$ cat src/rtl/mask_bbox_pkg.sv
// Shared types and constants for the mask_bbox foreground bounding-box block.
package mask_bbox_pkg;

    typedef enum logic {
        S_READ   = 1'b0,
        S_REPORT = 1'b1
    } state_t;

    localparam logic [7:0] MASK_FG = 8'hFF;
    localparam logic [7:0] MASK_BG = 8'h00;

endpackage

$ cat src/rtl/mask_bbox_if.sv
// Mask FIFO read port plus per-frame result handshake for mask_bbox.
interface mask_bbox_if #(
    parameter int WIDTH  = 720,
    parameter int HEIGHT = 540
);
    localparam int CW = $clog2(WIDTH * HEIGHT + 1);
    localparam int XW = $clog2(WIDTH);
    localparam int YW = $clog2(HEIGHT);

    logic          mask_fifo_empty;
    logic [7:0]    mask_data;
    logic          RE;
    logic          result_valid;
    logic          result_ready;
    logic [CW-1:0] fg_count;
    logic [XW-1:0] x_min;
    logic [XW-1:0] x_max;
    logic [YW-1:0] y_min;
    logic [YW-1:0] y_max;
    logic          motion;
    logic [15:0]   frame_id;

    modport slave (
        input  mask_fifo_empty, mask_data, result_ready,
        output RE, result_valid, fg_count, x_min, x_max, y_min, y_max, motion, frame_id
    );

    modport master (
        output mask_fifo_empty, mask_data, result_ready,
        input  RE, result_valid, fg_count, x_min, x_max, y_min, y_max, motion, frame_id
    );

endinterface

$ cat src/rtl/mask_bbox_accum.sv
// Foreground count and bounding-box accumulators; o_next_* is the value after this cycle's update.
module mask_bbox_accum #(
    parameter int CW = 8,
    parameter int XW = 4,
    parameter int YW = 4
) (
    input  logic          clk,
    input  logic          rst,
    input  logic          i_clear,
    input  logic          i_update,
    input  logic [XW-1:0] i_x,
    input  logic [YW-1:0] i_y,
    output logic [CW-1:0] o_next_count,
    output logic [XW-1:0] o_next_x_min,
    output logic [XW-1:0] o_next_x_max,
    output logic [YW-1:0] o_next_y_min,
    output logic [YW-1:0] o_next_y_max
);

    logic [CW-1:0] r_count;
    logic [XW-1:0] r_x_min;
    logic [XW-1:0] r_x_max;
    logic [YW-1:0] r_y_min;
    logic [YW-1:0] r_y_max;

    // A zero count means the box is still empty, so the first hit seeds min and max.
    always_comb begin
        o_next_count = r_count;
        o_next_x_min = r_x_min;
        o_next_x_max = r_x_max;
        o_next_y_min = r_y_min;
        o_next_y_max = r_y_max;
        if (i_update) begin
            o_next_count = r_count + 1'b1;
            if (r_count == '0) begin
                o_next_x_min = i_x;
                o_next_x_max = i_x;
                o_next_y_min = i_y;
                o_next_y_max = i_y;
            end else begin
                if (i_x < r_x_min) o_next_x_min = i_x;
                if (i_x > r_x_max) o_next_x_max = i_x;
                if (i_y < r_y_min) o_next_y_min = i_y;
                if (i_y > r_y_max) o_next_y_max = i_y;
            end
        end
    end

    always_ff @(posedge clk) begin
        if (rst || i_clear) begin
            r_count <= '0;
            r_x_min <= '0;
            r_x_max <= '0;
            r_y_min <= '0;
            r_y_max <= '0;
        end else begin
            r_count <= o_next_count;
            r_x_min <= o_next_x_min;
            r_x_max <= o_next_x_max;
            r_y_min <= o_next_y_min;
            r_y_max <= o_next_y_max;
        end
    end

endmodule

$ cat src/rtl/mask_bbox.sv
// Raster-scans a binary mask stream and reports per-frame foreground count and bounding box.
// Define MASK_BBOX_FRAME_ID_EN to enable the accepted-result frame_id counter.
module mask_bbox
    import mask_bbox_pkg::*;
#(
    parameter int WIDTH      = 720,
    parameter int HEIGHT     = 540,
    parameter int MIN_PIXELS = 64
) (
    input logic        clk,
    input logic        rst,
    mask_bbox_if.slave bus
);

    localparam int CW = $clog2(WIDTH * HEIGHT + 1);
    localparam int XW = $clog2(WIDTH);
    localparam int YW = $clog2(HEIGHT);
    localparam logic [XW-1:0] COL_LAST = XW'(WIDTH - 1);
    localparam logic [YW-1:0] ROW_LAST = YW'(HEIGHT - 1);

    state_t        r_state;
    state_t        w_state_next;
    logic          w_re;
    logic          w_accept;
    logic          w_last;
    logic          w_update;
    logic [XW-1:0] r_col;
    logic [YW-1:0] r_row;

    logic [CW-1:0] w_next_count;
    logic [XW-1:0] w_next_x_min;
    logic [XW-1:0] w_next_x_max;
    logic [YW-1:0] w_next_y_min;
    logic [YW-1:0] w_next_y_max;

    logic [CW-1:0] r_fg_count;
    logic [XW-1:0] r_x_min;
    logic [XW-1:0] r_x_max;
    logic [YW-1:0] r_y_min;
    logic [YW-1:0] r_y_max;
    logic          r_motion;

    assign w_last   = (r_col == COL_LAST) && (r_row == ROW_LAST);
    assign w_update = w_re && (bus.mask_data != MASK_BG);

    always_ff @(posedge clk) begin
        if (rst) r_state <= S_READ;
        else     r_state <= w_state_next;
    end

    always_comb begin
        w_state_next = r_state;
        w_re         = 1'b0;
        w_accept     = 1'b0;
        unique case (r_state)
            S_READ: begin
                w_re = !bus.mask_fifo_empty;
                if (w_re && w_last) w_state_next = S_REPORT;
            end
            S_REPORT: begin
                if (bus.result_ready) begin
                    w_accept     = 1'b1;
                    w_state_next = S_READ;
                end
            end
        endcase
    end

    always_ff @(posedge clk) begin
        if (rst) begin
            r_col <= '0;
            r_row <= '0;
        end else if (w_re) begin
            if (r_col == COL_LAST) begin
                r_col <= '0;
                r_row <= (r_row == ROW_LAST) ? '0 : r_row + 1'b1;
            end else begin
                r_col <= r_col + 1'b1;
            end
        end
    end

    mask_bbox_accum #(
        .CW (CW),
        .XW (XW),
        .YW (YW)
    ) u_accum (
        .clk          (clk),
        .rst          (rst),
        .i_clear      (w_accept),
        .i_update     (w_update),
        .i_x          (r_col),
        .i_y          (r_row),
        .o_next_count (w_next_count),
        .o_next_x_min (w_next_x_min),
        .o_next_x_max (w_next_x_max),
        .o_next_y_min (w_next_y_min),
        .o_next_y_max (w_next_y_max)
    );

    // Capture from the accumulator's next values so the final pixel is included.
    always_ff @(posedge clk) begin
        if (rst) begin
            r_fg_count <= '0;
            r_x_min    <= '0;
            r_x_max    <= '0;
            r_y_min    <= '0;
            r_y_max    <= '0;
            r_motion   <= 1'b0;
        end else if (w_re && w_last) begin
            r_fg_count <= w_next_count;
            r_x_min    <= w_next_x_min;
            r_x_max    <= w_next_x_max;
            r_y_min    <= w_next_y_min;
            r_y_max    <= w_next_y_max;
            r_motion   <= (int'(w_next_count) >= MIN_PIXELS);
        end
    end

    assign bus.RE           = w_re;
    assign bus.result_valid = (r_state == S_REPORT);
    assign bus.fg_count     = r_fg_count;
    assign bus.x_min        = r_x_min;
    assign bus.x_max        = r_x_max;
    assign bus.y_min        = r_y_min;
    assign bus.y_max        = r_y_max;
    assign bus.motion       = r_motion;

`ifdef MASK_BBOX_FRAME_ID_EN
    logic [15:0] r_frame_id;

    always_ff @(posedge clk) begin
        if (rst)           r_frame_id <= '0;
        else if (w_accept) r_frame_id <= r_frame_id + 16'd1;
    end

    assign bus.frame_id = r_frame_id;
`else
    assign bus.frame_id = '0;
`endif

endmodule

$ cat src/flat_wrapper.sv
// flat-port wrapper written by rule: the top's interface ports become plain ports
module mask_bbox_flat import mask_bbox_pkg::*;
#(
    parameter int WIDTH      = 720,
    parameter int HEIGHT     = 540,
    parameter int MIN_PIXELS = 64
)
  (clk, rst, bus_mask_fifo_empty, bus_mask_data, bus_result_ready, bus_RE, bus_result_valid, bus_fg_count, bus_x_min, bus_x_max, bus_y_min, bus_y_max, bus_motion, bus_frame_id);
  mask_bbox_if #(.WIDTH(WIDTH), .HEIGHT(HEIGHT)) bus_i ();
  input logic clk;
  input logic rst;
  input wire logic [$bits(bus_i.mask_fifo_empty)-1:0] bus_mask_fifo_empty;
  input wire logic [$bits(bus_i.mask_data)-1:0] bus_mask_data;
  input wire logic [$bits(bus_i.result_ready)-1:0] bus_result_ready;
  output wire logic [$bits(bus_i.RE)-1:0] bus_RE;
  output wire logic [$bits(bus_i.result_valid)-1:0] bus_result_valid;
  output wire logic [$bits(bus_i.fg_count)-1:0] bus_fg_count;
  output wire logic [$bits(bus_i.x_min)-1:0] bus_x_min;
  output wire logic [$bits(bus_i.x_max)-1:0] bus_x_max;
  output wire logic [$bits(bus_i.y_min)-1:0] bus_y_min;
  output wire logic [$bits(bus_i.y_max)-1:0] bus_y_max;
  output wire logic [$bits(bus_i.motion)-1:0] bus_motion;
  output wire logic [$bits(bus_i.frame_id)-1:0] bus_frame_id;
  assign bus_i.mask_fifo_empty = bus_mask_fifo_empty;
  assign bus_i.mask_data = bus_mask_data;
  assign bus_i.result_ready = bus_result_ready;
  assign bus_RE = bus_i.RE;
  assign bus_result_valid = bus_i.result_valid;
  assign bus_fg_count = bus_i.fg_count;
  assign bus_x_min = bus_i.x_min;
  assign bus_x_max = bus_i.x_max;
  assign bus_y_min = bus_i.y_min;
  assign bus_y_max = bus_i.y_max;
  assign bus_motion = bus_i.motion;
  assign bus_frame_id = bus_i.frame_id;
  mask_bbox #(.WIDTH(WIDTH), .HEIGHT(HEIGHT), .MIN_PIXELS(MIN_PIXELS)) u_core (.clk(clk), .rst(rst), .bus(bus_i));
endmodule
$ cat config.mk
export PLATFORM = sky130hd
export DESIGN_NAME = mask_bbox_flat
export DESIGN_NICKNAME = d
export VERILOG_FILES = /design/src/rtl/mask_bbox_pkg.sv /design/src/rtl/mask_bbox_if.sv /design/src/rtl/mask_bbox_accum.sv /design/src/rtl/mask_bbox.sv /design/src/flat_wrapper.sv
export SDC_FILE = /design/constraint.sdc
export NUM_CORES = 1
export LEC_CHECK = 0
export CAP_MARGIN = 20
export CORE_MARGIN = 3
export CORE_UTILIZATION = 35
export DETAILED_ROUTE_END_ITERATION = 6
export PLACE_DENSITY_LB_ADDON = 0.05
export SYNTH_ARGS = -nofsm -noshare
export SYNTH_HDL_FRONTEND = slang
export SYNTH_SLANG_ARGS = --single-unit
$ cat constraint.sdc
create_clock -name clk -period 2.2 [get_ports clk]
set_input_delay 0.44 -clock clk [delete_from_list [all_inputs] [get_ports clk]]
set_output_delay 0.44 -clock clk [all_outputs]
set_load 0.01 [all_outputs]
### Word-level counts from Yosys, hierarchy flattened

Cells that the tools add are included.

| operators by class | value |
|---|---|
| $add $sub $neg | 3 |
| order comparisons | 5 |
| equality and inequality tests | 2 |
| mux-type cells | 21 |
| bitwise logic cells | 1 |
| reduce and logical (&&, ||, !) cells | 9 |

Operators by type and width:

| cell | count |
|---|---|
| 2-to-1 mux 10 bit | 14 |
| adder 10 x 1 -> 10 bit (second input constant) | 2 |
| == test 10 bit (second input constant) | 2 |
| greater-than comparator 10 bit | 2 |
| less-than comparator 10 bit | 2 |
| adder 19 x 1 -> 19 bit (second input constant) | 1 |
| greater-or-equal comparator 19 x 7 -> 1 bit (second input constant) | 1 |
| logical NOT 19 bit | 1 |
| 2-to-1 mux 19 bit | 1 |
| nonzero test 8 bit | 1 |
| 2-to-1 mux 1 bit | 5 |
| logical AND 1 bit | 4 |
| case mux 1 bit (2 select lines) | 1 |
| AND reduction 2 bit | 1 |
| logical NOT 1 bit | 1 |
| logical OR 1 bit | 1 |
| inverter 1 bit | 1 |

| storage, ports and cells | value |
|---|---|
| register bits after elaboration | 140 |
| bits of input ports | 12 |
| word-level logic and storage cells | 55 |

### Longest topological paths before layout

Gate-level depths: netlist (run 1).

| logic depth | value |
|---|---|
| depth in word-level cells | 5 |
| mapped depth | 10 |
| depth with buffers taken out | 8 |

### By module

Synthesis (run 1) repeated with hierarchy kept, for this count alone.

| second synthesis, totals | value |
|---|---|
| cells, all modules | 848 |
| area total of the unflattened synthesis | 7340.8 um^2 |

By module, submodules not included:

| module | instances | cells an instance | area an instance (um^2) | seq. area each (um^2) |
|---|---|---|---|---|
| mask_bbox_accum | 1 | 436 | 3877.5 | 1181.1 |
| mask_bbox | 1 | 412 | 3463.3 | 1621.6 |

### Worst setup path after synthesis (run 1)

No wires, ideal clock.

| timing path | value |
|---|---|
| path kind | reg-to-reg |
| start point | register u_core.r_row[7] |
| end point | register u_core.r_y_max[0], in the netlist u_core.bus.y_max[0] |
| library setup time | 0.091 ns |
| arrival | 2.160 ns |
| required time | 2.109 ns |
| path slack | -0.050 ns |
| stages on the path, launching flop included | 9 |
| cells stage by stage | dfxtp_1 ha_1 a21o_1 a21o_1 a221o_1 nor3_1 clkbuf_1 o21ai_0 a311oi_1 |

| between the ends | value |
|---|---|
| cells in the longest elaborated chain, start to end | 4 |

RTL lines:

| item | line | RTL |
|---|---|---|
| start: declaration | mask_bbox.sv:28 | `logic [YW-1:0] r_row;` |
| start signal: assignment | mask_bbox.sv:76 | `r_row <= (r_row == ROW_LAST) ? '0 : r_row + 1'b1;` |
| greater-than comparator 10 bit | mask_bbox_accum.sv:44 | `if (i_y > r_y_max) o_next_y_max = i_y;` |
| 2-to-1 mux 10 bit | mask_bbox_accum.sv:44 |  |
| 2-to-1 mux 10 bit | mask_bbox_accum.sv:35 | `if (r_count == '0) begin` |
| 2-to-1 mux 10 bit | mask_bbox_accum.sv:33 | `if (i_update) begin` |
| end signal: assignment | mask_bbox.sv:115 | `r_y_max <= w_next_y_max;` |
| end: declaration | mask_bbox.sv:40 | `logic [YW-1:0] r_y_max;` |

Several ways; a longest one is shown, not always the timed one.
A chain may end at the register's enable or synchronous reset.

### Worst setup path in the final report (run 1)

| timing path | value |
|---|---|
| start point | input port bus_mask_data[7] |
| end point | register u_core.r_motion, in the netlist u_core.bus.motion |

| between the ends | value |
|---|---|
| cells in the longest elaborated chain, start to end | 4 |

RTL lines:

| item | line | RTL |
|---|---|---|
| start: declaration | flat_wrapper.sv:13 | `input wire logic [$bits(bus_i.mask_data)-1:0] bus_mask_data;` |
| nonzero test 8 bit | mask_bbox.sv:44 | `assign w_update = w_re && (bus.mask_data != MASK_BG);` |
| logical AND 1 bit | mask_bbox.sv:44 |  |
| 2-to-1 mux 19 bit | mask_bbox_accum.sv:33 |  |
| greater-or-equal comparator 19 x 7 -> 1 bit | mask_bbox.sv:116 | `r_motion <= (int'(w_next_count) >= MIN_PIXELS);` |
| end signal: assignment | mask_bbox.sv:116 |  |
| end: declaration | mask_bbox.sv:41 | `logic r_motion;` |

Every way passes these cells.

==> results of run 1 <==
[final cells by class]
type                            instances  area, µm²
Inverter                               49        191
Fill cell                            1909       9790
Clock inverter                         13        141
Multi-Input combinational cell        584       3990
Timing Repair Buffer                  199       1820
Tap cell                              265        332
Sequential cell                       140       2820
Clock buffer                           19        443
[power groups by stage]
| stage | sequential [W] | clock, W | combinational [W] |
|---|---|---|---|
| after detailed placement | 0.00261 | 0 | 0.000431 |
| after CTS | 0.00256 | 0.00294 | 0.000445 |
| after global routing | 0.00256 | 0.00306 | 0.000531 |
| final | 0.00256 | 0.00289 | 0.000494 |
| after global placement | 0.00261 | 0 | 0.000427 |
| after floorplan | 0.00261 | 0 | 0.000249 |
[sequential cells by signal (all words and copies together) (netlist names)]
register                 flops
u_core.bus.x_max            10
u_core.bus.x_min            10
u_core.bus.y_max            10
u_core.r_col                10
u_core.u_accum.r_count      19
u_core.bus.fg_count         19
u_core.bus.y_min            10
u_core.u_accum.r_y_max      10
u_core.bus.result_valid      1
u_core.r_row                10
u_core.u_accum.r_x_max      10
u_core.u_accum.r_y_min      10
u_core.bus.motion            1
u_core.u_accum.r_x_min      10
[through the flow]
step           setup TNS [ps]   util  total power, W  cells
5_1_grt                  -899  0.499         0.00615   1269
4_1_cts                     0  0.481         0.00594   1261
6_report                    0  0.499         0.00594   1269
3_5_place_dp           -37540  0.446         0.00304   1227
2_1_floorplan               0      -         0.00286    838
3_3_place_gp           -35180  0.446         0.00304   1227
[layout by cell type (no fill, tap or decap), types with 4 or more instances in the layout]
cell,instances
nor4_2,4
nand2_1,35
nand3_1,48
buf_4,109
dlymetal6s2s_1,5
a211oi_2,7
a21o_1,8
a31oi_1,18
a211oi_1,24
clkbuf_16,18
clkdlybuf4s50_1,67
a311oi_1,6
inv_1,46
and2_1,4
xnor2_1,14
o21ai_0,62
nor2_1,80
nor4_1,4
nor3_1,5
nand4_1,24
buf_6,7
o21ai_2,5
ha_1,39
dfxtp_1,130
a21oi_1,62
and3_1,7
inv_6,4
conb_1,16
buf_12,7
o21ai_1,11
or4_4,6
dfxtp_2,9
xor2_1,16
[critical path: cells and delay by family]
kind | cells | cell delay [ps]
buffers and inverters | 2 | 660
AND/OR/NAND/NOR | 3 | 690
AO/OA/AOI/OAI | 3 | 700
[worst paths after layout]
kind	startpoint	to	slack (ps)
worst max-delay path	bus_mask_data[7]	u_core.bus.motion	0.4
worst min register to register	u_core.bus.x_min[5]	u_core.bus.x_min[5]	450
worst max register to register	u_core.u_accum.r_count[3]	u_core.bus.y_max[8]	30
worst min-delay path	u_core.bus.x_min[5]	u_core.bus.x_min[5]	450
[metal layers]
layer / global-route usage / vias to the layer above
li1: - / 3277
met1: 0.276 / 3133
met2: 0.304 / 120
met3: 0.0358 / 18
met4: 0.0610 / 0
met5: 0 / -
[kinds of logic after synthesis]
kind of cell             Yosys count  share of synthesized area
AND/OR/NAND/NOR                  260                      0.195
XOR/XNOR                          30                     0.0376
buffers and inverters            115                     0.0783
other                              1                   0.000537
adder cells (fa/ha/maj)           42                     0.0753
AO/OA/AOI/OAI                    233                      0.209
multiplexers                       2                    0.00287
flip-flops                       140                      0.401
[repair_timing]
action	CTS	global route
hold buffers	0	0
gates resized for setup	24	76
gates cloned	0	4
pin swaps	5	25
endpoints found under the setup margin	52	97
buffers inserted	2	4
==> flow_summary.yaml, run 1 <==
die:
  core-area_um2: 19500
  die_w_um: 147
  die-area_um2: 21700
  die-height_um: 147
  rows: 51
  initial_core_util: 0.358
  ios: 90
route:
  drc: 0
  wl_met1_mm: 10.7
  ant_nets: 0
  vias: 6548
  drt-total-wl_mm: 21.8
  routed-wl-met3_um: 738
  wl_met2_mm: 9.99
  top_layer_used: "met4"
  wire_per_inst_um: 17.1
  dr.pass1.iters: 4
  drt_iter0_drc: 339
  avgViaCountPerCell: 5.16
global_route:
  grt_overflow_total: 0
  antenna_found_initial: 0
  grt_pass1_vias: 6378
  grt_max_degree: 50
  grt_pass1_wl_mm: 34.0
  track_usage: 0.195
yosys:
  synth_enable_flop_cells: 0
  synth_warnings: 0
  synth.most_common_cell: "dfxtp_1"
  synth_top_area_share: 0.401
  syn_inst: 823
  ys_async_sr_fraction: 0
  synth.area.top_cells: "dfxtp_1, ha_1, o21ai_0"
  mappedNetlistArea_um2: 6980
  ys_seq_elements: 140
  ys.flop_type: "dfxtp_1"
  ys_seq_area_frac: 0.401
  ys_types: 67
  avgSynthCellArea_um2: 8.48
  synth_commonest_cells: "dfxtp_1, nor2_1, o21ai_0"
  synth.largest_area_cell: "dfxtp_1"
worst_setup_path:
  cp-end-kind: "flop"
  critPathKind: "in -> reg"
  cp.arrival_ps: 2480
  slowest_stage: "clkdlybuf4s50_1"
  cp.required_ps: 2480
  cp-start-kind: "input port"
  rr_worst_depth: 9
  cpMostUsedCell: "nor4_2"
  worstPathCellList: "clkdlybuf4s50_1 -> nor4_2 -> buf_4 -> a2111o_1 -> nor4_2 -> o211ai_1 -> nor4b_2 -> a211oi_1"
  cp_max_fo: 6
  max_stage_delay_ps: 500
timing:
  rsz0062_at_grt: "yes"
  slew_violations: 0
  holdWs_ps: 452
  period_needed_ps: 2200
  skew_ps: 7.86
  max_clock_freq_ghz: 0.455
  timing.final.ws_setup_ps: 0.392
  fin_crit_sh: 1.00
  setup_viol: 0
  worst_pin_slew_ps: 547
  slew-limit-headroom: 0.635
  hold_viol: 0
finish:
  area_growth_syn_to_layout_pct: 39.5
  antennaDiodeCount: 0
  drive_above_1_share: 0.239
  final_nets: 1045
  final_area_um2: 9740
pwr:
  p_switching_w: 0.00149
  pwr-share-clk: 0.486
  vdd_ir_drop_max_uv: 494
  leakagePower_nw: 3.67
  p_sw_frac: 0.250
  share_seq_of_total_power: 0.431
  comb_power_share: 0.083
  p_int_w: 0.00445
  cellPowerDensity_nw_per_um2: 610
place:
  gp_routability_congestion: 0.884
  post-place-ws_ps: -498
  dp_hpwl_mm: 15.4
  placed_area_um2: 8710
  portBuffers: 73
status:
  status: "finished clean"
clock_tree:
  cts_buffers: 17
  cts.sinks: 140
  cts_buffer_depth: 2
  cts_tree: "yes"
  path_clk_slew_ps: 60
  cts-root-buf: "clkbuf_16"
  htreeDepth: 4
  worstSkewPairLatency_ps: 430
worst_hold_path:
  min_path_cells: 2
  hold_path_class: "reg -> reg"
run:
  drv_cap: 0
No activity file was read; power rests on OpenSTA's default activity.
==> run 2, diff against run 1 <==
Settings changed: CAP_MARGIN 20 to not set, GPL_ROUTABILITY_DRIVEN set to 0.
==> run 2 against run 1 <==
Compared with the run above:
- utilization is 0.61 points higher
- critical endpoint unchanged
- register-to-register slack hardly changed
- via count is 0.58% higher
- maximum frequency is 1.6% higher
==> flow_summary.yaml, run 2 (synthesis results as in run 1) <==
timing:
  fin_crit_sh: 0.984
  holdWs_ps: 454
  slew-limit-headroom: 0.599
  skew_ps: 9.52
  period_needed_ps: 2170
  rsz0062_at_grt: "yes"
  hold_viol: 0
  setup_viol: 0
  slew_violations: 0
  max_clock_freq_ghz: 0.462
  worst_pin_slew_ps: 595
clock_tree:
  cts-root-buf: "clkbuf_16"
  ctsHoldBuffers: 0
  cts.sinks: 140
  htreeDepth: 4
  worstSkewPairLatency_ps: 420
  cts_buffers: 17
  path_clk_slew_ps: 60
  cts_buffer_depth: 2
  cts_tree: "yes"
pwr:
  p_total_w: 0.00607
  p_switching_w: 0.00148
  leakagePower_nw: 3.70
  p_int_w: 0.00459
  cellPowerDensity_nw_per_um2: 616
  vdd_ir_drop_max_uv: 502
  share_seq_of_total_power: 0.422
  p_sw_frac: 0.243
  pwr-share-clk: 0.493
  comb_power_share: 0.085
worst_setup_path:
  cp.arrival_ps: 2510
  cp_top_family: "simple AND/OR/NAND/NOR gates"
  crit_buf_inv: 1
  worstPathCellList: "clkdlybuf4s50_1 -> nand4bb_4 -> a211o_4 -> or4_1 -> o211ai_1 -> nor4b_2 -> a211oi_1"
  r2r_slack_ps: 40
  r2r-start: "u_core.u_accum.r_y_max[6]"
  path_depth: 7
  cp-start-kind: "input port"
  cp-end-kind: "flop"
  rr_worst_depth: 10
  max_stage_delay_ps: 530
  slowest_stage: "or4_1"
  critPathKind: "in -> reg"
  cp.required_ps: 2540
  rr_endpoint: "u_core.bus.y_max[5]"
  cp_max_fo: 8
finish:
  area_growth_syn_to_layout_pct: 41.2
  register_area_um2: 2820
  num-fill-cells: 1866
  drive_above_1_share: 0.240
  utilization: 0.505
  final_cell_mix: "dfxtp_1, buf_4, nor2_1"
  final_nets: 1044
  mostFrequentLayoutCell: "dfxtp_1"
  multi_input_area_um2: 4050
  final_area_um2: 9860
  final_cells: 1268
  antennaDiodeCount: 0
route:
  wire_per_inst_um: 16.9
  drc: 0
  drt_iter0_drc: 442
  drt-total-wl_mm: 21.4
  ant_nets: 0
  avgViaCountPerCell: 5.19
  dr.pass1.iters: 5
  vias: 6586
worst_hold_path:
  min_from: "u_core.bus.x_min[8]"
  min_to: "u_core.bus.x_min[8]"
  hold_path_class: "reg -> reg"
  min_path_cells: 2
place:
  placed_area_um2: 8690
  dpl.cell_count: 1222
  dp_hpwl_mm: 15.1
  portBuffers: 73
die:
  ios: 90
  die_w_um: 147
  rows: 51
  die-height_um: 147
  initial_core_util: 0.358
  core-area_um2: 19500
  die-area_um2: 21700
global_route:
  grt_max_degree: 60
  grt_pass1_wl_mm: 33.9
  track_usage: 0.194
  antenna_found_initial: 0
  grt_overflow_total: 0
  grt_pass1_vias: 6532
status:
  status: "finished clean"
run:
  drv_cap: 0
-- run 2: power groups by stage --
stage	combinational (W)	sequential, W	clock (W)
floorplan	0.000249	0.00261	0
global placement	0.000430	0.00261	0
detailed placement	0.000435	0.00261	0
CTS	0.000457	0.00256	0.00307
global route	0.000561	0.00256	0.00317
finish	0.000518	0.00256	0.00299
-- run 2: metrics by stage --
step | setup TNS (ps) | setup slack, ps
3_3_place_gp | -34130 | -447
4_1_cts | 0 | 10.7
5_1_grt | -354 | -40.5
2_1_floorplan | 0 | 19.1
3_5_place_dp | -36980 | -498
6_report | 0 | 34.1
-- run 2: what timing repair did --
action	CTS	global route
buffers inserted	4	9
resized for setup	28	80
pin swaps	7	30
endpoints found under the hold margin	0	0
cloned	0	2
setup endpoints to repair	52	85
-- run 2: worst max-delay path by stage --
stage,to,startpoint,slack [ps]
3_5_place_dp,u_core.bus.x_min[9],bus_mask_data[7],-500
4_1_cts,u_core.bus.x_max[8],u_core.u_accum.r_x_max[3],10
3_3_place_gp,u_core.bus.motion,bus_mask_fifo_empty,-450
5_1_grt,u_core.bus.motion,bus_mask_fifo_empty,-40
6_report,u_core.bus.motion,bus_mask_fifo_empty,30
2_1_floorplan,u_core.bus.y_max[0],u_core.u_accum.r_y_max[7],20
-- run 2: area by class of cell --
| cell class | count | share of cell area |
|---|---|---|
| multi-input combinational | 584 | 0.411 |
| sequential | 140 | 0.286 |
| tap | 265 | 0.0336 |
| clock buffer | 20 | 0.0453 |
| timing repair buffer | 198 | 0.188 |
| inverter | 49 | 0.0189 |
| clock inverter | 12 | 0.0165 |
-- run 2: worst min-delay path, delay by kind of cell (launching register included) --
family	cells	cell delay (ps)
flops	1	310
simple gates	1	50
compound gates	1	50
-- run 2: metal layers --
metal  wire [µm]  vias up  global-route usage
li1            -     3270                   -
met1       10500     3163               0.269
met2        9930      128               0.310
met3         633       25              0.0321
met4         320        0              0.0634
met5           0        -                   0
